File: src/rtl/percept_feeder.sv
// ----------------------------------------------------------------------------
// percept_feeder
//
// Sequences a dot product through an external multiplier cell. Terms
// (input, weight) arrive on a valid/ready stream. Each term is registered,
// written into the cell for one cycle, given one cycle to produce its product,
// and the product is then added to an unsigned accumulator. After the last
// term the accumulator is published on result and compared against threshold
// to produce fire.
//
// Term-stream handshake: a term is transferred on a rising edge where
// ld_valid and ld_ready are both 1. ld_ready is 1 only in FETCH and is held
// low in a cycle where abort is high, so an aborted run never swallows a term.
// ld_ready does not depend on ld_valid.
//
// Ports
//   clk, nRst         clock, asynchronous active-low reset
//   start, len        begin a dot product of len (0..15) terms (IDLE only)
//   ld_valid/ld_ready term stream handshake; ld_in, ld_weight term operands
//   threshold         fire = (final accumulator >= threshold), unsigned
//   abort             synchronous cancel back to IDLE, no done pulse
//   p_write/p_in/p_weight  write side of the multiplier cell
//   p_out             product returned by the multiplier cell
//   result, fire      held from one DONE to the next
//   done              one-cycle pulse while in DONE
//   busy              high in every state except IDLE
//   dbg_state_o       current FSM state, for debug and checkers
//
// Configuration
//   PERCEPT_FEEDER_BIAS_EN  when defined, adds a 16-bit bias input whose
//                           zero-extended value preloads the accumulator at
//                           start; otherwise the accumulator starts at 0.
// ----------------------------------------------------------------------------
module percept_feeder #(
    parameter int ACC_W = 20
) (
    input  logic             clk,
    input  logic             nRst,
    input  logic             start,
    input  logic [3:0]       len,
    input  logic             ld_valid,
    input  logic [7:0]       ld_in,
    input  logic [7:0]       ld_weight,
    output logic             ld_ready,
    input  logic [ACC_W-1:0] threshold,
    input  logic             abort,
`ifdef PERCEPT_FEEDER_BIAS_EN
    input  logic [15:0]      bias,
`endif
    output logic             p_write,
    output logic [7:0]       p_in,
    output logic [7:0]       p_weight,
    input  logic [15:0]      p_out,
    output logic [ACC_W-1:0] result,
    output logic             fire,
    output logic             done,
    output logic             busy,
    output logic [2:0]       dbg_state_o
);

    typedef enum logic [2:0] {
        IDLE    = 3'd0,
        FETCH   = 3'd1,
        ISSUE   = 3'd2,
        WAIT    = 3'd3,
        CAPTURE = 3'd4,
        DONE    = 3'd5
    } state_t;

    state_t             state_q, state_d;
    logic [ACC_W-1:0]   acc_q, acc_d;
    logic [3:0]         cnt_q, cnt_d;
    logic [3:0]         len_q, len_d;
    logic [7:0]         p_in_q, p_in_d;
    logic [7:0]         p_weight_q, p_weight_d;
    logic [ACC_W-1:0]   result_q, result_d;
    logic               fire_q, fire_d;

    logic [ACC_W-1:0]   acc_init;
    logic [ACC_W-1:0]   prod_ext;

`ifdef PERCEPT_FEEDER_BIAS_EN
    assign acc_init = {{(ACC_W-16){1'b0}}, bias};
`else
    assign acc_init = '0;
`endif

    assign prod_ext = {{(ACC_W-16){1'b0}}, p_out};

    // Next-state and datapath.
    always_comb begin
        state_d    = state_q;
        acc_d      = acc_q;
        cnt_d      = cnt_q;
        len_d      = len_q;
        p_in_d     = p_in_q;
        p_weight_d = p_weight_q;
        result_d   = result_q;
        fire_d     = fire_q;

        if (abort && (state_q != IDLE)) begin
            // Cancel wins over everything; result and fire keep their values.
            state_d = IDLE;
        end else begin
            case (state_q)
                IDLE: begin
                    if (start) begin
                        acc_d   = acc_init;
                        cnt_d   = 4'd0;
                        // len is captured so a change on the pin mid-run
                        // cannot alter the term count.
                        len_d   = len;
                        state_d = (len == 4'd0) ? DONE : FETCH;
                    end
                end
                FETCH: begin
                    if (ld_valid) begin
                        p_in_d     = ld_in;
                        p_weight_d = ld_weight;
                        state_d    = ISSUE;
                    end
                end
                ISSUE:   state_d = WAIT;
                WAIT:    state_d = CAPTURE;
                CAPTURE: begin
                    acc_d   = acc_q + prod_ext;
                    cnt_d   = cnt_q + 4'd1;
                    state_d = (cnt_q == (len_q - 4'd1)) ? DONE : FETCH;
                end
                DONE: begin
                    result_d = acc_q;
                    fire_d   = (acc_q >= threshold);
                    state_d  = IDLE;
                end
                default: state_d = IDLE;
            endcase
        end
    end

    always_ff @(posedge clk or negedge nRst) begin
        if (!nRst) begin
            state_q    <= IDLE;
            acc_q      <= '0;
            cnt_q      <= 4'd0;
            len_q      <= 4'd0;
            p_in_q     <= 8'd0;
            p_weight_q <= 8'd0;
            result_q   <= '0;
            fire_q     <= 1'b0;
        end else begin
            state_q    <= state_d;
            acc_q      <= acc_d;
            cnt_q      <= cnt_d;
            len_q      <= len_d;
            p_in_q     <= p_in_d;
            p_weight_q <= p_weight_d;
            result_q   <= result_d;
            fire_q     <= fire_d;
        end
    end

    // Write strobe is a pure state decode: exactly one cycle per term, and it
    // drops immediately when abort moves the FSM out of ISSUE.
    assign p_write     = (state_q == ISSUE);
    assign p_in        = p_in_q;
    assign p_weight    = p_weight_q;
    assign ld_ready    = (state_q == FETCH) && !abort;
    assign done        = (state_q == DONE) && !abort;
    assign busy        = (state_q != IDLE);
    assign result      = result_q;
    assign fire        = fire_q;
    assign dbg_state_o = state_q;

endmodule

File: config.mk
export PLATFORM = sky130hd
export DESIGN_NAME = percept_feeder
export DESIGN_NICKNAME = d
export VERILOG_FILES = /design/src/rtl/percept_feeder.sv
export SDC_FILE = /design/constraint.sdc
export NUM_CORES = 1
export LEC_CHECK = 0
export BUFFER_PORTS_ARGS = -buffer_cell sky130_fd_sc_hd__buf_2
export CAP_MARGIN = 20
export CORE_UTILIZATION = 58
export CTS_BUF_LIST = sky130_fd_sc_hd__clkbuf_8 sky130_fd_sc_hd__clkbuf_16
export DETAILED_ROUTE_END_ITERATION = 6
export GPL_TIMING_DRIVEN = 0
export PLACE_DENSITY = 0.84
export SLEW_MARGIN = 10
export SYNTH_ARGS = -nofsm -noshare
export SYNTH_HDL_FRONTEND = slang
export SYNTH_SLANG_ARGS = --single-unit
File: constraint.sdc
create_clock -name clk -period 4.75 [get_ports clk]
set_input_delay 0.2375 -clock clk [delete_from_list [all_inputs] [get_ports clk]]
set_output_delay 0.2375 -clock clk [all_outputs]
set_load 0.02 [all_outputs]
==> results by group, run 1 <==
Synth
  • Synth warn: 0
  • Unique masters post-synth: 61
  • Synth Net Count: about 530
  • Main flop type after synthesis: dfrtp_1
  • Flop and latch count out of synthesis: 68
  • Syn Inst Count: roughly 430
  • Largest area contributor in the netlist: dfrtp_1
  • Main area contributors after synthesis: dfrtp_1 40%, ha_1 11%, mux2_2 9.5%
  • Async set or reset register ratio after synthesis: 100%
  • Part of the Yosys area used for sequential elements: 39.9%
  • Synth top area share: around two fifths
  • Syn Area/Cell: 9.93 µm²
  • Post-synth EDFFs: 0
  • Netlist Area Pre-Place: about 4300 µm²

Finish
  • Nets: about 650
  • N_diodes: 0
  • Final Core Density: between 70% and 80%
  • Layout cell share with drive strength beyond 1: 31.2%
  • Most frequent cells in the layout: 109 x buf_2, 68 x dfrtp_1, 39 x nand2_1
  • Commonest non-fill, non-tap cell in the layout: buf_2
  • Synthesis-to-finish area growth: 20.6%

STA
  • Fin. Hold Viols: 0
  • Slew Limit Fails: 0
  • Actual slew at the worst max-slew pin: 1060 ps
  • Slew margin rel.: roughly 29%
  • Setup TNS: 0 ps
  • # setup viols final: 0
  • RSZ-0062 raised after global routing: false
  • Clock Skews: between 7 and 8 ps
  • Upper clock frequency limit: ~390 MHz
  • Period utilization: between 50% and 60%
  • Fin crit period: around 2600 ps

Min path
  • Worst min path class: primary input to register

Clock tree
  • Clock buffer depth: 2
  • CTS tree: done
  • Clock latency on the worst-skew pair: roughly 350 ps
  • Clock root cell: clkbuf_8
  • Hold-fix buffers at CTS: 1
  • CTS buffer count: 9
  • Setup Fix Bufs, Post-CTS: 0
  • H-Tree Depth: 3
  • Clock slew seen by the registers of the worst setup and hold paths: about 80 ps
  • Post_cts resized: 0
  • CTS sink cnt: 68

Drt
  • Final wirelength: approximately 11000 µm
  • Vias/cell: about 6
  • First-pass DRT Iterations: 5
  • DRT iter0 DRCs: 319
  • Antenna viol nets, final: 0
  • DR WL/cell: 16.3 µm
  • Drt drc: 0
  • DR vias: between 3000 and 4000

Power
  • P_leak: around 2.7 nW
  • Tot Pwr: ~2.6 mW
  • Maximum vdd drop: roughly 0.00022 V
  • PD cells: approximately 500 nW/µm²

GRT
  • Largest net degree at the start of global routing: 50
  • Initial antenna violation count: 0
  • Vias in the first global route: roughly 3800
  • Overall Global Routing Usage: slightly below 30%
  • Global-route wire length before repair: between 15000 and 20000 µm
  • GRT overflow: 0

Floorplan
  • # IOs: 105
  • Core ar.: 6940 µm²
  • Chip width: slightly below 90 µm
  • DIE AREA: just under 8000 µm²
  • FP Rows: 30
  • DIE HEIGHT: a little under 90 µm
  • Starting Density: between 60% and 70%

Place
  • GP Congestion: 0.863
  • Port bufs: between 100 and 150
  • Hpwl dp: 7820 µm

Critical path
  • Critical Path RT: between 4000 and 5000 ps
  • Critical path class: register to register
  • Worst setup SP type: register
  • CP max FO: 5
  • Crit. End Element: register
  • Crit path DAT: roughly 2800 ps

Run
  • Maximum capacitance violations: 0

Status
  • Status: finished, final reports clean
==> area by class of cell <==
type	count	area (µm²)
Sequential cell	68	1700
Multi-Input combinational cell	316	2370
Clock buffer	9	124
Tap cell	96	120
Clock inverter	7	75.1
Inverter	27	101
Timing Repair Buffer	106	561
Fill cell	535	1800
Buffer	18	82.6
==> sequential cells by signal, summed over array words and instances, names as in the netlist <==
register,cells
len_q,4
fire,1
p_weight,8
p_in,8
dbg_state_o,3
cnt_q,4
result,20
acc_q,20
==> per-stage QoR <==
stage | setup slack (ps) | cell area, µm² | cells | hold WS [ps]
finish | 2170 | 5140 | 647 | 103
detailed placement | 2210 | 4930 | 630 | 149
global route | 2080 | 5140 | 647 | 106
global placement | 2220 | 4900 | 629 | 448
CTS | 2180 | 5140 | 647 | 96.1
floorplan | 2370 | 4260 | 429 | -58.1
==> metal layers <==
| layer | track usage, % | up-vias | share of wire [%] |
|---|---|---|---|
| li1 | - | 1803 | - |
| met1 | 38.1 | 1817 | 42 |
| met2 | 49.8 | 159 | 50 |
| met3 | 4.90 | 28 | 5.5 |
| met4 | 12.5 | 0 | 2.2 |
| met5 | 0 | - | 0 |
==> cells by family (layout without fill, tap and decap cells) <==
family	count (synthesis)	in the layout	share of synthesized area, %
fa+ha+maj	39	39	11.6
xor+xnor	15	15	3.08
compound gates	107	107	16.8
buf+inv	45	167	4.32
mux	38	38	9.99
flops	68	68	39.9
simple gates	117	117	14.3
==> synth_stat cells, types with 2 or more instances <==
cell	n
nand4_1	11
clkbuf_1	11
a32o_1	2
o21ai_0	30
and2_1	4
nand3_1	15
o2111ai_1	3
and4_1	2
mux2i_1	2
a21o_1	13
ha_1	38
nand2_1	39
nor2_1	13
xor2_1	8
a311o_1	2
or3_1	4
nor2b_1	3
nand2b_1	5
xnor2_1	7
a211oi_1	3
dfrtp_1	68
mux2_2	36
o2111a_1	2
a21oi_1	21
nor3_1	8
a31oi_1	6
o21a_1	2
inv_1	27
o31ai_1	2
a211o_1	2
o211ai_1	3
buf_2	6
and3_1	3
==> where the power goes <==
group          total (mW)  internal, mW  switching, mW
Clock               0.488         0.245          0.243
Sequential          0.892         0.758          0.134
Combinational        1.23         0.493          0.735
Total                2.61          1.50           1.11
==> critical path, stage by stage, from the launching register on <==
cell,delay (ps)
dfrtp_1,420
ha_1,220
fa_1,410
a21o_1,210
a21bo_1,200
a221o_1,420
and4_4,210
a2111o_1,370
==> path summary, 6_finish.rpt <==
check                                            start                      to  slack (ps)  cells past startpoint
worst min register to register  result[13]$_DFFE_PN0P_  result[13]$_DFFE_PN0P_         500                      1
worst min-delay path                            len[1]    len_q[1]$_DFFE_PN0P_         100                      3
max in group asynchronous                         nRst    cnt_q[0]$_DFFE_PN0P_        3910                      3
min in group asynchronous                         nRst  result[10]$_DFFE_PN0P_         300                      2
worst max register to register    acc_q[0]$_DFFE_PN0P_   acc_q[12]$_DFFE_PN0P_        2170                      7
worst max-delay path              acc_q[0]$_DFFE_PN0P_   acc_q[12]$_DFFE_PN0P_        2170                      7
Power figures use the tool's default switching activity.
==> run 2, diff against run 1 <==
--- a/config.mk
+++ b/config.mk
@@ -7,11 +7,11 @@
 export LEC_CHECK = 0
 export BUFFER_PORTS_ARGS = -buffer_cell sky130_fd_sc_hd__buf_2
 export CAP_MARGIN = 20
-export CORE_UTILIZATION = 58
+export CORE_UTILIZATION = 54
 export CTS_BUF_LIST = sky130_fd_sc_hd__clkbuf_8 sky130_fd_sc_hd__clkbuf_16
 export DETAILED_ROUTE_END_ITERATION = 6
 export GPL_TIMING_DRIVEN = 0
-export PLACE_DENSITY = 0.84
+export PLACE_DENSITY = 0.79
 export SLEW_MARGIN = 10
 export SYNTH_ARGS = -nofsm -noshare
 export SYNTH_HDL_FRONTEND = slang
==> constraint.sdc (replaced) <==
create_clock -name clk -period 2.5 [get_ports clk]
set_input_delay 0.125 -clock clk [delete_from_list [all_inputs] [get_ports clk]]
set_output_delay 0.125 -clock clk [all_outputs]
set_load 0.02 [all_outputs]
==> run 2 against run 1 <==
Against the previous run: critical path depth did not move; count of clock-buffer cells in the layout is the same; maximum frequency increased by 6.6%.
==> results by group, run 2 (synthesized netlist as in run 1, its figures left out) <==
Place
  • # placed instances: 636 (+0.95%)
  • Hpwl dp: 7600 µm (-2.9%)
  • Port bufs: 104 (unchanged)
  • GP Congestion: 0.831 (-3.7%)
  • Post-place instance area: 4930 µm² (unchanged)

STA
  • Period utilization: 96.9% (+43 points)
  • Slew margin rel.: 31.5% (+2.2 points)
  • Actual slew at the worst max-slew pin: 1030 ps (-33.3 ps)
  • Upper clock frequency limit: 413 MHz (+6.6%)
  • Clock Skews: 11.2 ps (+3.72 ps)
  • # setup viols final: 0 (unchanged)
  • Slew Limit Fails: 0 (unchanged)
  • Fin. Hold Viols: 0 (unchanged)
  • RSZ-0062 raised after global routing: false
  • Fin crit period: 2420 ps (-161 ps)

Clock tree
  • H-Tree Depth: 3 (unchanged)
  • CTS sink cnt: 68 (unchanged)
  • Clock buffer depth: 2 (unchanged)
  • Clock slew seen by the registers of the worst setup and hold paths: 70 ps (about the same)
  • CTS tree: done
  • Clock root cell: clkbuf_8
  • CTS buffer count: 9 (unchanged)
  • Clock latency on the worst-skew pair: 340 ps (about the same)

Critical path
  • R2R Path End: acc_q[12]$_DFFE_PN0P_
  • Slowest CP cell: dfrtp_1
  • Delay-heaviest family, CP: compound AO/OA/AOI/OAI gates
  • R2R cell count: 7 (unchanged)
  • Crit path DAT: 2640 ps (-180 ps)
  • Worst setup SP type: register
  • Bufs and invs on worst path: 0 (unchanged)
  • Critical Path RT: 2720 ps (-2260 ps)
  • CP Depth: 7 (unchanged)
  • Critical path startpoint: acc_q[0]$_DFFE_PN0P_
  • Setup crit end: acc_q[12]$_DFFE_PN0P_
  • Critical path class: register to register
  • Cells along the critical path: ha_1 -> fa_2 -> a21o_1 -> a21bo_1 -> a221o_1 -> and4_4 -> a2111o_1
  • Slowest stage delay, CP: 410 ps (about the same)
  • R2R Path Start: acc_q[0]$_DFFE_PN0P_
  • R2R Setup Slk: 80 ps (-2090 ps)
  • Crit. End Element: register
  • CP max FO: 4 (-1)

GRT
  • Vias in the first global route: 3653 (-3.5%)
  • Overall Global Routing Usage: 26.1% (-3.5 points)
  • Initial antenna violation count: 0 (unchanged)
  • Largest net degree at the start of global routing: 38 (-24%)
  • GRT overflow: 0 (unchanged)
  • Global-route wire length before repair: 17200 µm (-2.4%)

Drt
  • First-pass DRT Iterations: 5 (unchanged)
  • Vias/cell: 5.76 (-2.0%)
  • DR WL/cell: 15.5 µm (-5.2%)
  • Final wirelength: 10300 µm (-2.3%)
  • DRT iter0 DRCs: 197 (-38%)
  • Drt drc: 0 (unchanged)
  • DR vias: 3845 (+1.0%)
  • Antenna viol nets, final: 0 (unchanged)

Finish
  • Most frequent cells in the layout: 109 x buf_2, 68 x dfrtp_1, 39 x nand2_1
  • Non-Filler Instances: 667 (+3.1%)
  • Synthesis-to-finish area growth: 23.2%
  • Fill count: 655 (+22%)
  • Nets: 661 (+2.3%)
  • Layout cell share with drive strength beyond 1: 30.6% (-0.60 points)
  • Final Core Density: 68.3% (-5.7 points)
  • Post-route design area: 5250 µm² (+2.1%)
  • Commonest non-fill, non-tap cell in the layout: buf_2
  • N_diodes: 0 (unchanged)

Run
  • Maximum capacitance violations: 0 (unchanged)

Floorplan
  • Core ar.: 7690 µm² (+11%)
  • Chip width: 90.8 µm (+3.6%)
  • Starting Density: 55.4% (-5.9 points)
  • FP Rows: 32 (+6.7%)
  • DIE AREA: 8250 µm² (+7.2%)
  • DIE HEIGHT: 90.8 µm (+3.6%)
  • # IOs: 105 (unchanged)

Min path
  • Hold path cells: 2 (-1)
  • Worst min path class: primary input to register

Power
  • PD cells: 911 nW/µm² (+79%)
  • P_leak: 2.79 nW (+2.3%)
  • Maximum vdd drop: 0.000393 V (+79%)

Status
  • Status: finished, final reports clean
==> run 2: changes by cell type in the layout (fill, tap and decap cells not counted), sizes merged <==
cell and delta:
clkinvlp -3, bufinv -1, clkinv +3, dlygate4sd3 +13
buf +2
==> run 2: power breakdown <==
part	leakage, nW	switching [mW]	internal (mW)
Clock	0.0914	0.411	0.347
Sequential	0.883	0.243	1.44
Combinational	1.82	1.38	0.961
==> run 2: timing repair <==
item / 4_1_cts / 5_1_grt
setup buffers: 2 / 0
setup endpoints to repair: 1 / 3
pin swaps: 1 / 0
hold buffers: 11 / 3
endpoints found under the hold margin: 41 / 3
gates resized for setup: 0 / 3
==> run 2: stage by stage <==
stage / power, mW / setup TNS (ps) / hold WS (ps) / setup WS (ps)
2_1_floorplan: 3.29 / 0 / -171 / 115
3_3_place_gp: 3.87 / -29.8 / 336 / -29.8
3_5_place_dp: 3.99 / -29.8 / 98.6 / -29.8
4_1_cts: 4.78 / 0 / 0.980 / 33.1
5_1_grt: 5.13 / 0 / 0.980 / 6.43
6_report: 4.78 / 0 / 12.4 / 77.1
==> run 2: routing by layer <==
layer,vias to the layer above,global-route usage (%),part of all wire [%]
met4,0,11.1,3.0
met1,1817,35.3,44
met5,-,0,0
li1,1835,-,-
met3,35,5.56,6.1
met2,158,40.7,47
==> run 2: cell type report <==
type,count,area [µm²],share of cell area (%)
Buffer,18,83.8,1.60
Clock buffer,9,124,2.36
Clock inverter,6,35.0,0.667
Inverter,27,101,1.93
Multi-Input combinational cell,316,2380,45.3
Sequential cell,68,1700,32.4
Tap cell,102,128,2.43
Timing Repair Buffer,121,698,13.3
==> run 2: worst min-delay path by stage <==
stage,start,to,slack (ps)
finish,ld_weight[3],p_weight[3]$_DFFE_PN0P_,10
global route,ld_in[3],p_in[3]$_DFFE_PN0P_,1
CTS,ld_weight[0],p_weight[0]$_DFFE_PN0P_,1
detailed placement,nRst,result[17]$_DFFE_PN0P_,100
global placement,len[2],len_q[2]$_DFFE_PN0P_,340
floorplan,nRst,acc_q[0]$_DFFE_PN0P_,-170
==> run 3, diff against run 2 <==
--- a/config.mk
+++ b/config.mk
@@ -12,6 +12,7 @@
 export DETAILED_ROUTE_END_ITERATION = 6
 export GPL_TIMING_DRIVEN = 0
 export PLACE_DENSITY = 0.79
+export RECOVER_POWER = 25
 export SLEW_MARGIN = 10
 export SYNTH_ARGS = -nofsm -noshare
 export SYNTH_HDL_FRONTEND = slang
==> run 3 against run 2 <==
Against the previous run: the run now ends with capacitance limit, slew limit left; flip-flop and latch count is the same; global-route usage is the same; final cell count is the same; critical path type unchanged; largest cell class unchanged.
==> results by group, run 3 (synthesized netlist as in run 1, its figures left out) <==
Status
  • Status: finished with violations
  • Failing checks: capacitance limit, slew limit

Power
  • Clk network pwr share: 15.9% (about the same)
  • Maximum vdd drop: 0.000393 V (about the same)
  • Internal power: 2.75 mW (about the same)
  • PD cells: 911 nW/µm² (about the same)
  • Sequential power share: 35.3% (about the same)
  • Comb pwr share: 48.9% (about the same)
  • P_leak: 2.79 nW (-0.13%)
  • Sw frac: 42.5% (about the same)
  • Sw power: 2.03 mW (about the same)

Floorplan
  • Core ar.: 7690 µm² (unchanged)
  • DIE AREA: 8250 µm² (unchanged)
  • # IOs: 105 (unchanged)
  • FP Rows: 32 (unchanged)
  • Starting Density: 55.4% (unchanged)
  • DIE HEIGHT: 90.8 µm (unchanged)
  • Chip width: 90.8 µm (unchanged)

Critical path
  • CP max FO: 4 (unchanged)
  • Critical Path RT: 2720 ps (about the same)
  • Crit. End Element: register
  • Crit path DAT: 2640 ps (about the same)
  • Worst setup SP type: register
  • Critical path class: register to register

Drt
  • DRT iter0 DRCs: 197 (unchanged)
  • DR vias: 3859 (+0.36%)
  • Final wirelength: 10300 µm (about the same)
  • Drt drc: 0 (unchanged)
  • Antenna viol nets, final: 0 (unchanged)
  • DR WL/cell: 15.5 µm (about the same)
  • Vias/cell: 5.79 (+0.36%)
  • First-pass DRT Iterations: 5 (unchanged)

Place
  • Hpwl dp: 7600 µm (unchanged)
  • GP Congestion: 0.831 (unchanged)
  • # placed instances: 636 (unchanged)
  • Pre-CTS setup slack: -29.8 ps (unchanged)
  • Port bufs: 104 (unchanged)
  • Post-place instance area: 4930 µm² (unchanged)

Finish
  • Commonest non-fill, non-tap cell in the layout: buf_2
  • Layout cell share with drive strength beyond 1: 30.4% (-0.18 points)
  • Most frequent cells in the layout: 109 x buf_2, 68 x dfrtp_1, 39 x nand2_1
  • Synthesis-to-finish area growth: 23.1% (about the same)
  • N_diodes: 0 (unchanged)
  • Non-Filler Instances: 667 (unchanged)
  • Post-route design area: 5250 µm² (about the same)
  • Nets: 661 (unchanged)
  • Final Core Density: 68.2% (about the same)

GRT
  • Largest net degree at the start of global routing: 38 (unchanged)
  • Initial antenna violation count: 0 (unchanged)
  • Global-route wire length before repair: 17200 µm (unchanged)
  • GRT overflow: 0 (unchanged)
  • Overall Global Routing Usage: 26.1% (unchanged)
  • Vias in the first global route: 3653 (unchanged)

STA
  • Period utilization: 96.9% (about the same)
  • Fin crit period: 2420 ps (+0.0699 ps)
  • Actual slew at the worst max-slew pin: 1830 ps (+806 ps)
  • Setup TNS: 0 ps (unchanged)
  • Worst setup margin: 77.0 ps (-0.0699 ps)
  • RSZ-0062 raised after global routing: false
  • Slew Limit Fails: 32 (+32)
  • Slew margin rel.: -22.1% (-54 points)
  • Clock Skews: 11.2 ps (+0.00140 ps)
  • # setup viols final: 0 (unchanged)
  • Upper clock frequency limit: 413 MHz (about the same)
  • Fin. Hold Viols: 0 (unchanged)

Clock tree
  • H-Tree Depth: 3 (unchanged)
  • CTS buffer count: 9 (unchanged)
  • Clock latency on the worst-skew pair: 340 ps (about the same)
  • CTS sink cnt: 68 (unchanged)
  • Clock buffer depth: 2 (unchanged)
  • CTS tree: done
  • Clock slew seen by the registers of the worst setup and hold paths: 70 ps (about the same)
  • Clock root cell: clkbuf_8

Min path
  • Worst min path class: primary input to register

Run
  • Maximum capacitance violations: 1 (+1)
==> run 3: what timing repair did <==
item                       4_1_cts  5_1_grt
setup buffers                    2        0
setup endpoints to repair        1        3
hold buffers                    11        3
resized for setup                0        3
pin swaps                        1        0
hold endpoints to repair        41        3
==> run 3: per-layer routing <==
layer	up-vias	part of all wire, %	track usage [%]
met5	-	0	0
met4	0	2.9	11.1
met3	35	6.2	5.56
met2	169	47	40.7
met1	1820	44	35.3
li1	1835	-	-
==> run 3: power groups by stage <==
stage	combinational (mW)	clock, mW	sequential (mW)
final	2.34	0.758	1.69
after global routing	2.56	0.829	1.74
after CTS	2.32	0.776	1.68
after detailed placement	2.28	0	1.71
after global placement	2.18	0	1.69
after floorplan	1.35	0	1.94
==> run 3: stage by stage <==
| step | hold slack [ps] | power, mW |
|---|---|---|
| 6_report | 12.3 | 4.78 |
| 3_5_place_dp | 98.6 | 3.99 |
| 4_1_cts | 0.980 | 4.78 |
| 2_1_floorplan | -171 | 3.29 |
| 5_1_grt | 0.980 | 5.13 |
| 3_3_place_gp | 336 | 3.87 |
==> run 3: path summary, 6_finish.rpt <==
path | start | endpoint | slack [ps] | depth (start not counted)
worst min register to register | result[10]$_DFFE_PN0P_ | result[10]$_DFFE_PN0P_ | 500 | 1
worst min-delay path | ld_weight[3] | p_weight[3]$_DFFE_PN0P_ | 10 | 2
min in group asynchronous | nRst | result[17]$_DFFE_PN0P_ | 810 | 2
worst max register to register | acc_q[0]$_DFFE_PN0P_ | acc_q[12]$_DFFE_PN0P_ | 80 | 7
max in group asynchronous | nRst | acc_q[11]$_DFFE_PN0P_ | 630 | 2
worst max-delay path | acc_q[0]$_DFFE_PN0P_ | acc_q[12]$_DFFE_PN0P_ | 80 | 7
==> run 3: worst max-delay path: stages (launching register included) <==
cell,delay (ps)
dfrtp_1,410
ha_1,220
fa_2,350
a21o_1,190
a21bo_1,190
a221o_1,360
and4_4,200
a2111o_1,370
==> run 3: final cells by class <==
class	instances	area (µm²)
buffer	18	83.8
clock buffer	9	124
clock inverter	6	35.0
fill	657	2440
inverter	27	101
multi-input combinational	316	2380
sequential	68	1700
tap	102	128
timing repair buffer	121	694
